===== config.mk =====
export PLATFORM = sky130hd
export DESIGN_NAME = l2_port_arbiter_flat
export DESIGN_NICKNAME = d
export VERILOG_FILES = /design/src/rtl/l2_port_arbiter_pkg.sv /design/src/rtl/l2_port_arbiter_if.sv /design/src/rtl/l2_port_arbiter_rr_pick.sv /design/src/rtl/l2_port_arbiter.sv /design/src/flat_wrapper.sv
export SDC_FILE = /design/constraint.sdc
export NUM_CORES = 1
export LEC_CHECK = 0
export BUFFER_PORTS_ARGS = -buffer_cell sky130_fd_sc_hd__clkbuf_2
export CAP_MARGIN = 20
export CORE_AREA = 5 5 304 306
export DETAILED_ROUTE_END_ITERATION = 7
export DIE_AREA = 0 0 309 311
export GPL_TIMING_DRIVEN = 1
export SLEW_MARGIN = 10
export SYNTH_ARGS = -nofsm -noshare
export SYNTH_HDL_FRONTEND = slang
export SYNTH_SLANG_ARGS = --single-unit

===== constraint.sdc =====
create_clock -name clk -period 1.3 [get_ports clk]
set_input_delay 0.065 -clock clk [delete_from_list [all_inputs] [get_ports clk]]
set_output_delay 0.065 -clock clk [all_outputs]
set_load 0.02 [all_outputs]

===== src/rtl/l2_port_arbiter_pkg.sv =====
// -----------------------------------------------------------------------------
// arb_pkg
// Purpose : shared types and helpers for the L2 port arbiter and its
//           round-robin picker.
// Contents: arb_state_t    - arbiter FSM states
//           ARB_MAX_PORTS  - largest supported requester count
//           ARB_IDX_W      - index width able to address ARB_MAX_PORTS
//           rr_next()      - round-robin winner search
// -----------------------------------------------------------------------------
package arb_pkg;

  localparam int unsigned ARB_MAX_PORTS = 8;
  localparam int unsigned ARB_IDX_W     = 3;

  typedef enum logic [1:0] {
    IDLE = 2'd0,
    REQ  = 2'd1,
    RESP = 2'd2
  } arb_state_t;

  // First set bit of mask scanning last+1, last+2, ... modulo ports.
  // The loop bound is fixed so the search unrolls to a constant-depth mux tree.
  function automatic logic [ARB_IDX_W-1:0] rr_next(
    input logic [ARB_MAX_PORTS-1:0] mask,
    input logic [ARB_IDX_W-1:0]     last,
    input int unsigned              ports
  );
    logic [ARB_IDX_W-1:0] win;
    logic                 found;
    int unsigned          idx;
    win   = '0;
    found = 1'b0;
    for (int unsigned i = 1; i <= ARB_MAX_PORTS; i++) begin
      idx = (32'(last) + i) % ports;
      if ((i <= ports) && !found && mask[idx[ARB_IDX_W-1:0]]) begin
        win   = idx[ARB_IDX_W-1:0];
        found = 1'b1;
      end
    end
    return win;
  endfunction

endpackage


===== src/rtl/l2_port_arbiter_if.sv =====
// -----------------------------------------------------------------------------
// l2_port_arbiter_if
// Purpose : bundles the requester-side and downstream memory-side signals of
//           the L2 port arbiter.
// Modports: master - the environment (requesters + downstream memory)
//           slave  - the arbiter
// Signals : req_valid/we/ce/addr/mask/data  per-port requests (flattened)
//           req_ready/req_rdata             one-hot response pulse + shared data
//           mem_valid/we/ce/addr/mask/data  downstream request
//           mem_ready/mem_rdata             downstream completion + read data
//           grant_id                        current owner of the channel
// -----------------------------------------------------------------------------
interface l2_port_arbiter_if #(
  parameter int unsigned PORTS      = 2,
  parameter int unsigned PORT_WIDTH = (PORTS > 1) ? $clog2(PORTS) : 1,
  parameter int unsigned ADDR_WIDTH = 32,
  parameter int unsigned WIDTH      = 128,
  parameter int unsigned MASKW      = WIDTH / 8
);

  logic [PORTS-1:0]            req_valid;
  logic [PORTS-1:0]            req_we;
  logic [PORTS-1:0]            req_ce;
  logic [PORTS*ADDR_WIDTH-1:0] req_addr;
  logic [PORTS*MASKW-1:0]      req_mask;
  logic [PORTS*WIDTH-1:0]      req_data;
  logic [PORTS-1:0]            req_ready;
  logic [WIDTH-1:0]            req_rdata;

  logic                        mem_valid;
  logic                        mem_we;
  logic                        mem_ce;
  logic [ADDR_WIDTH-1:0]       mem_addr;
  logic [MASKW-1:0]            mem_mask;
  logic [WIDTH-1:0]            mem_data;
  logic                        mem_ready;
  logic [WIDTH-1:0]            mem_rdata;

  logic [PORT_WIDTH-1:0]       grant_id;

  modport master (
    output req_valid, req_we, req_ce, req_addr, req_mask, req_data,
    input  req_ready, req_rdata,
    input  mem_valid, mem_we, mem_ce, mem_addr, mem_mask, mem_data,
    output mem_ready, mem_rdata,
    input  grant_id
  );

  modport slave (
    input  req_valid, req_we, req_ce, req_addr, req_mask, req_data,
    output req_ready, req_rdata,
    output mem_valid, mem_we, mem_ce, mem_addr, mem_mask, mem_data,
    input  mem_ready, mem_rdata,
    output grant_id
  );

endinterface


===== src/rtl/l2_port_arbiter_rr_pick.sv =====
// -----------------------------------------------------------------------------
// rr_pick
// Purpose : combinational round-robin picker, reusable wherever a set of
//           requesters shares one resource.
// Ports   : mask_i      request mask, bit i = requester i wants the resource
//           last_i      index granted most recently
//           any_valid_c at least one mask bit set (combinational)
//           winner_c    first requester after last_i, modulo PORTS (combinational)
// -----------------------------------------------------------------------------
module rr_pick
  import arb_pkg::*;
#(
  parameter int unsigned PORTS      = 2,
  parameter int unsigned PORT_WIDTH = (PORTS > 1) ? $clog2(PORTS) : 1
) (
  input  logic [PORTS-1:0]      mask_i,
  input  logic [PORT_WIDTH-1:0] last_i,
  output logic                  any_valid_c,
  output logic [PORT_WIDTH-1:0] winner_c
);

  logic [ARB_MAX_PORTS-1:0] mask_ext;
  logic [ARB_IDX_W-1:0]     last_ext;

  assign mask_ext    = ARB_MAX_PORTS'(mask_i);
  assign last_ext    = ARB_IDX_W'(last_i);
  assign any_valid_c = |mask_i;
  assign winner_c    = PORT_WIDTH'(rr_next(mask_ext, last_ext, PORTS));

endmodule


===== src/rtl/l2_port_arbiter.sv =====
// -----------------------------------------------------------------------------
// l2_port_arbiter
// Purpose : funnels PORTS requesters onto one downstream memory channel.
//           A winner is chosen by round robin, its request is latched and
//           held on mem_* until mem_ready, then a one-cycle req_ready pulse
//           returns the latched mem_rdata to that requester.
// Ports   : clk  - clock
//           rst  - synchronous active-high reset
//           bus  - l2_port_arbiter_if slave modport (requests, responses,
//                  downstream channel, grant_id)
// Config  : ARB_WRITE_FIRST_EN - when defined, pending writes win arbitration
//           over reads; otherwise pure round robin.
// -----------------------------------------------------------------------------
module l2_port_arbiter
  import arb_pkg::*;
#(
  parameter int unsigned PORTS      = 2,
  parameter int unsigned PORT_WIDTH = (PORTS > 1) ? $clog2(PORTS) : 1,
  parameter int unsigned ADDR_WIDTH = 32,
  parameter int unsigned WIDTH      = 128,
  parameter int unsigned MASKW      = WIDTH / 8
) (
  input logic               clk,
  input logic               rst,
  l2_port_arbiter_if.slave  bus
);

  arb_state_t            state_q,      state_d;
  logic [PORT_WIDTH-1:0] last_grant_q, last_grant_d;
  logic [PORT_WIDTH-1:0] grant_q,      grant_d;
  logic                  mem_valid_q,  mem_valid_d;
  logic                  we_q,         we_d;
  logic                  ce_q,         ce_d;
  logic [ADDR_WIDTH-1:0] addr_q,       addr_d;
  logic [MASKW-1:0]      mask_q,       mask_d;
  logic [WIDTH-1:0]      data_q,       data_d;
  logic [WIDTH-1:0]      rdata_q,      rdata_d;
  logic [PORTS-1:0]      ready_q,      ready_d;

  logic [PORTS-1:0]      pick_mask;
  logic                  any_valid;
  logic [PORT_WIDTH-1:0] winner;
  int unsigned           sel;

  // Candidate set for arbitration.
`ifdef ARB_WRITE_FIRST_EN
  logic [PORTS-1:0] wr_mask;
  assign wr_mask = bus.req_valid & bus.req_we;
  always_comb begin
    pick_mask = bus.req_valid;
    if (|wr_mask) pick_mask = wr_mask;
  end
`else
  always_comb begin
    pick_mask = bus.req_valid;
  end
`endif

  rr_pick #(
    .PORTS      (PORTS),
    .PORT_WIDTH (PORT_WIDTH)
  ) u_rr_pick (
    .mask_i      (pick_mask),
    .last_i      (last_grant_q),
    .any_valid_c (any_valid),
    .winner_c    (winner)
  );

  assign sel = 32'(winner);

  // State and payload registers.
  always_ff @(posedge clk) begin
    if (rst) begin
      state_q      <= IDLE;
      last_grant_q <= PORT_WIDTH'(PORTS - 1);
      grant_q      <= '0;
      mem_valid_q  <= 1'b0;
      we_q         <= 1'b0;
      ce_q         <= 1'b0;
      addr_q       <= '0;
      mask_q       <= '0;
      data_q       <= '0;
      rdata_q      <= '0;
      ready_q      <= '0;
    end else begin
      state_q      <= state_d;
      last_grant_q <= last_grant_d;
      grant_q      <= grant_d;
      mem_valid_q  <= mem_valid_d;
      we_q         <= we_d;
      ce_q         <= ce_d;
      addr_q       <= addr_d;
      mask_q       <= mask_d;
      data_q       <= data_d;
      rdata_q      <= rdata_d;
      ready_q      <= ready_d;
    end
  end

  // Next-state and registered-output logic.
  always_comb begin
    state_d      = state_q;
    last_grant_d = last_grant_q;
    grant_d      = grant_q;
    mem_valid_d  = mem_valid_q;
    we_d         = we_q;
    ce_d         = ce_q;
    addr_d       = addr_q;
    mask_d       = mask_q;
    data_d       = data_q;
    rdata_d      = rdata_q;
    ready_d      = '0;

    case (state_q)
      IDLE: begin
        if (any_valid) begin
          grant_d     = winner;
          we_d        = bus.req_we[winner];
          ce_d        = bus.req_ce[winner];
          addr_d      = bus.req_addr[sel*ADDR_WIDTH +: ADDR_WIDTH];
          mask_d      = bus.req_mask[sel*MASKW +: MASKW];
          data_d      = bus.req_data[sel*WIDTH +: WIDTH];
          mem_valid_d = 1'b1;
          state_d     = REQ;
        end
      end
      REQ: begin
        // Requester valid is not looked at here: a latched request always completes.
        if (bus.mem_ready) begin
          rdata_d           = bus.mem_rdata;
          last_grant_d      = grant_q;
          mem_valid_d       = 1'b0;
          ready_d[grant_q]  = 1'b1;
          state_d           = RESP;
        end
      end
      RESP: begin
        state_d = IDLE;
      end
      default: begin
        state_d     = IDLE;
        mem_valid_d = 1'b0;
      end
    endcase
  end

  assign bus.mem_valid = mem_valid_q;
  assign bus.mem_we    = we_q;
  assign bus.mem_ce    = ce_q;
  assign bus.mem_addr  = addr_q;
  assign bus.mem_mask  = mask_q;
  assign bus.mem_data  = data_q;
  assign bus.req_ready = ready_q;
  assign bus.req_rdata = rdata_q;
  assign bus.grant_id  = grant_q;

endmodule


===== src/flat_wrapper.sv =====
// flat-port wrapper written by rule: the top's interface ports become plain ports
module l2_port_arbiter_flat import arb_pkg::*;
#(
  parameter int unsigned PORTS      = 2,
  parameter int unsigned PORT_WIDTH = (PORTS > 1) ? $clog2(PORTS) : 1,
  parameter int unsigned ADDR_WIDTH = 32,
  parameter int unsigned WIDTH      = 128,
  parameter int unsigned MASKW      = WIDTH / 8
)
  (clk, rst, bus_req_valid, bus_req_we, bus_req_ce, bus_req_addr, bus_req_mask, bus_req_data, bus_req_ready, bus_req_rdata, bus_mem_valid, bus_mem_we, bus_mem_ce, bus_mem_addr, bus_mem_mask, bus_mem_data, bus_mem_ready, bus_mem_rdata, bus_grant_id);
  l2_port_arbiter_if #(.PORTS(PORTS), .PORT_WIDTH(PORT_WIDTH), .ADDR_WIDTH(ADDR_WIDTH), .WIDTH(WIDTH), .MASKW(MASKW)) bus_i ();
  input logic clk;
  input logic rst;
  input wire logic [$bits(bus_i.req_valid)-1:0] bus_req_valid;
  input wire logic [$bits(bus_i.req_we)-1:0] bus_req_we;
  input wire logic [$bits(bus_i.req_ce)-1:0] bus_req_ce;
  input wire logic [$bits(bus_i.req_addr)-1:0] bus_req_addr;
  input wire logic [$bits(bus_i.req_mask)-1:0] bus_req_mask;
  input wire logic [$bits(bus_i.req_data)-1:0] bus_req_data;
  output wire logic [$bits(bus_i.req_ready)-1:0] bus_req_ready;
  output wire logic [$bits(bus_i.req_rdata)-1:0] bus_req_rdata;
  output wire logic [$bits(bus_i.mem_valid)-1:0] bus_mem_valid;
  output wire logic [$bits(bus_i.mem_we)-1:0] bus_mem_we;
  output wire logic [$bits(bus_i.mem_ce)-1:0] bus_mem_ce;
  output wire logic [$bits(bus_i.mem_addr)-1:0] bus_mem_addr;
  output wire logic [$bits(bus_i.mem_mask)-1:0] bus_mem_mask;
  output wire logic [$bits(bus_i.mem_data)-1:0] bus_mem_data;
  input wire logic [$bits(bus_i.mem_ready)-1:0] bus_mem_ready;
  input wire logic [$bits(bus_i.mem_rdata)-1:0] bus_mem_rdata;
  output wire logic [$bits(bus_i.grant_id)-1:0] bus_grant_id;
  assign bus_i.req_valid = bus_req_valid;
  assign bus_i.req_we = bus_req_we;
  assign bus_i.req_ce = bus_req_ce;
  assign bus_i.req_addr = bus_req_addr;
  assign bus_i.req_mask = bus_req_mask;
  assign bus_i.req_data = bus_req_data;
  assign bus_req_ready = bus_i.req_ready;
  assign bus_req_rdata = bus_i.req_rdata;
  assign bus_mem_valid = bus_i.mem_valid;
  assign bus_mem_we = bus_i.mem_we;
  assign bus_mem_ce = bus_i.mem_ce;
  assign bus_mem_addr = bus_i.mem_addr;
  assign bus_mem_mask = bus_i.mem_mask;
  assign bus_mem_data = bus_i.mem_data;
  assign bus_i.mem_ready = bus_mem_ready;
  assign bus_i.mem_rdata = bus_mem_rdata;
  assign bus_grant_id = bus_i.grant_id;
  l2_port_arbiter #(.PORTS(PORTS), .PORT_WIDTH(PORT_WIDTH), .ADDR_WIDTH(ADDR_WIDTH), .WIDTH(WIDTH), .MASKW(MASKW)) u_core (.clk(clk), .rst(rst), .bus(bus_i));
endmodule

==> flow_summary_export.csv <==
group,metric,value,unit
status,violations,"negative setup slack",
synth,muxShareOfSynthArea,0,%
floorplanning,fp.dieW,309,um
synth,synth_compound_area_share,33.8,%
cts,numCtsBuffers,39,
setup_path,required,1780,ps
synth,async_reset_ff_share,0,%
place,hpwl,50.9,mm
route,routedWlPerCell,20.1,um
timing,rsz0062_at_grt,"true",
setup_path,crit_slowest_cell,"dfxtp_4",
job,maxCapViolCount,0,
setup_path,max_stage_delay,350,ps
cts,clkTransAtPathRegs,60,ps
floorplanning,num_rows,110,
timing,hold_violations,0,
synth,synth-xor-area-share,0,%
cts,cts_sinks,313,
cells_and_area,multiInputGateArea,0.00588,mm^2
cells_and_area,seqCellArea,0.00628,mm^2
floorplanning,die_area,0.0961,mm^2
timing,fin_crit,1550,ps
synth,synth_top_cell_area_share,49.1,%
synth,synth.avg_cell_area,9.64,um^2
cells_and_area,fin_area,0.0256,mm^2
global_route,grt_pass1_vias,17200,
synth,synth-simple-area-share,11.0,%
synth,syn_nets,1812,
synth,synth_top_area_cell,"dfxtp_1",
synth,synthDistinctLibCells,27,
synth,syn_inst,1323,
route,drc,0,
synth,yosysMostFrequentCell,"nand2_1",
floorplanning,io_pins,799,
timing,fin_ws,-247,ps
timing,finClkSkew,25.4,ps
cells_and_area,drive_gt1_share,42.9,%
power_and_ir_drop,p_leak,11.5,nW
floorplanning,start_util,14.3,%
timing,period_share,119,%
timing,finalSetupTns,-36560,ps
setup_path,critPathCaptureType,"flop",
timing,setup_viol,305,
place,io_buffers,798,
cts,cts_tree,"yes",
synth,synth_top_family_by_area,"compound AO/OA/AOI/OAI gates",
global_route,gr-usage-all-layers,14.6,%
timing,worst_slew_pin_slew,525,ps
route,drt_iter0_markers,1431,
timing,slew_headroom,65.0,%
setup_path,crit_arrival,2030,ps
cts,htreeDepth,2,
synth,synth_edf_count,0,
place,place_congestion,0.849,
cells_and_area,num-fill-cells,9068,
cells_and_area,nNetsFinal,3119,
setup_path,worstSetupStartpointType,"flop",
route,vias,16600,
route,vias_per_cell,4.32,
synth,syn_area,0.0128,mm^2
synth,synth_adder_area_share,0,%
synth,synth-main-ff-cell,"dfxtp_1",
timing,drv_slew,0,
setup_path,crit_fanout,12,
global_route,grt_pass1_wl,109,mm
cts,cts_root_buffer,"clkbuf_16",
global_route,grt_start_max_net_pins,56,
setup_path,path_class,"reg -> reg",
setup_path,path_cells,"a21boi_4, buf_4, buf_12, buf_4, nand2_1, a311oi_2",
synth,ys_seq_area_share,49.1,%
synth,synthTopCellsByCount,"nand2_1 (356), dfxtp_1 (313), a21oi_1 (181)",
route,dr.pass1.iters,5,
route,ant_nets,0,
floorplanning,core_area,0.0893,mm^2
cells_and_area,synthToLayoutAreaGrowth,100,%
setup_path,cpMostUsedCell,"buf_4",
floorplanning,die_h,311,um
cts,clock_path_buffers,3,
global_route,grt_antenna_before_repair,11,
power_and_ir_drop,vdd_drop_max,0.704,mV
cts,clock_latency,580,ps
route,routed_wl,77.2,mm
synth,ys_warn_count,0,
global_route,gr-total-overflow,0,
power_and_ir_drop,cellPowerDensity,1220,mW/mm^2
worst_hold_path,hp-class,"in -> reg",
timing,fmax,646,MHz
status,outcome,"finished, violations left",
place,placed_cell_area,0.0186,mm^2
synth,synthTopCellsByArea,"dfxtp_1 (49%), a311oi_2 (13%), nand2_1 (10%), a22o_1 (8.8%), a21oi_1 (7.1%)",
synth,ys_ff_latch,313,
## layout make-up
type / instances / area share (%)
diodes: 10 / 0.0978
multi-input cells: 860 / 23.0
inverters: 2 / 0.0489
clock inverters: 17 / 0.988
repair buffers: 1414 / 41.3
clock buffers: 53 / 4.30
flip-flops and latches: 313 / 24.5
well taps: 1176 / 5.75
## cells by family (layout without fill, tap and decap cells)
logic type	count (synthesis)	after routing
and+or+nand+nor	368	368
AOI/OAI and AO/OA	492	492
other	0	10
buffers and inverters	150	1486
DFF	313	313
## final timing paths
kind                             startpoint                        end  slack (ps)  depth (start not counted)
setup / recovery        u_core.last_grant_q    u_core.bus.mem_data[45]        -250                          6
hold / removal           bus_mem_rdata[112]  u_core.bus.req_rdata[112]         230                          3
setup reg to reg        u_core.last_grant_q    u_core.bus.mem_data[45]        -250                          6
hold reg to reg   u_core.bus.req_rdata[112]  u_core.bus.req_rdata[112]         480                          1
## timing repair
item,in CTS,in global routing
hold buffers,486,0
gates resized for setup,52,29
setup buffers,7,7
hold endpoints to repair,311,0
endpoints found under the setup margin,331,330
gates cloned,6,3
pin swaps,10,11
## state kept, by name (all words and copies together), names as in the netlist
| name | cells |
|---|---|
| u_core.bus.grant_id | 1 |
| u_core.bus.mem_addr | 32 |
| u_core.bus.mem_ce | 1 |
| u_core.bus.mem_data | 128 |
| u_core.bus.mem_mask | 16 |
| u_core.bus.mem_valid | 1 |
| u_core.bus.mem_we | 1 |
| u_core.bus.req_rdata | 128 |
| u_core.bus.req_ready | 2 |
| u_core.last_grant_q | 1 |
| u_core.state_q | 2 |
## per-layer routing
| metal | global-route usage (%) | up-vias | wire (um) |
|---|---|---|---|
| met4 | 6.98 | 2 | 3850 |
| met3 | 3.61 | 206 | 6010 |
| met1 | 17.0 | 7869 | 30500 |
| met2 | 25.2 | 993 | 36900 |
| li1 | - | 7526 | - |
| met5 | 0 | - | 12 |
## worst max-delay path: cells and delay by family (launching register included)
family,cells,cell delay [ps]
compound gates,2,480
simple gates,1,90
flops,1,350
buf+inv,3,510
## through the flow
stage | setup WS, ps | cells | utilization (%) | hold slack [ps] | total power [W]
finish | -247 | 3845 | 28.6 | 229 | 0.0312
global route | -310 | 3842 | 28.6 | 196 | 0.0324
CTS | -206 | 3826 | 28.3 | 54.9 | 0.0312
detailed placement | -255 | 3258 | 20.9 | 277 | 0.0178
global placement | -207 | 3258 | 20.9 | 275 | 0.0177
floorplan | -13.0 | 1323 | - | 190 | 0.0147
## power breakdown
part	switching, W	internal [W]	leakage, nW	total (W)
Sequential	0.000548	0.0105	2.58	0.0110
Combinational	0.00462	0.00387	8.25	0.00849
Clock	0.00470	0.00697	0.661	0.0117
## cell usage in the layout (no fill, tap or decap), types with 5 or more instances in the layout
| cell | count |
|---|---|
| clkbuf_16 | 42 |
| a22o_1 | 128 |
| dlygate4sd3_1 | 486 |
| dfxtp_1 | 309 |
| buf_8 | 5 |
| bufinv_16 | 5 |
| clkbuf_8 | 7 |
| clkbuf_2 | 797 |
| buf_4 | 71 |
| nand2_2 | 12 |
| buf_16 | 11 |
| a311oi_2 | 122 |
| buf_12 | 25 |
| a21oi_1 | 180 |
| buf_6 | 14 |
| clkinv_2 | 7 |
| diode_2 | 10 |
| a311oi_1 | 56 |
| clkbuf_1 | 7 |
| nand2_1 | 343 |
No activity file was read; power rests on OpenSTA's default activity.
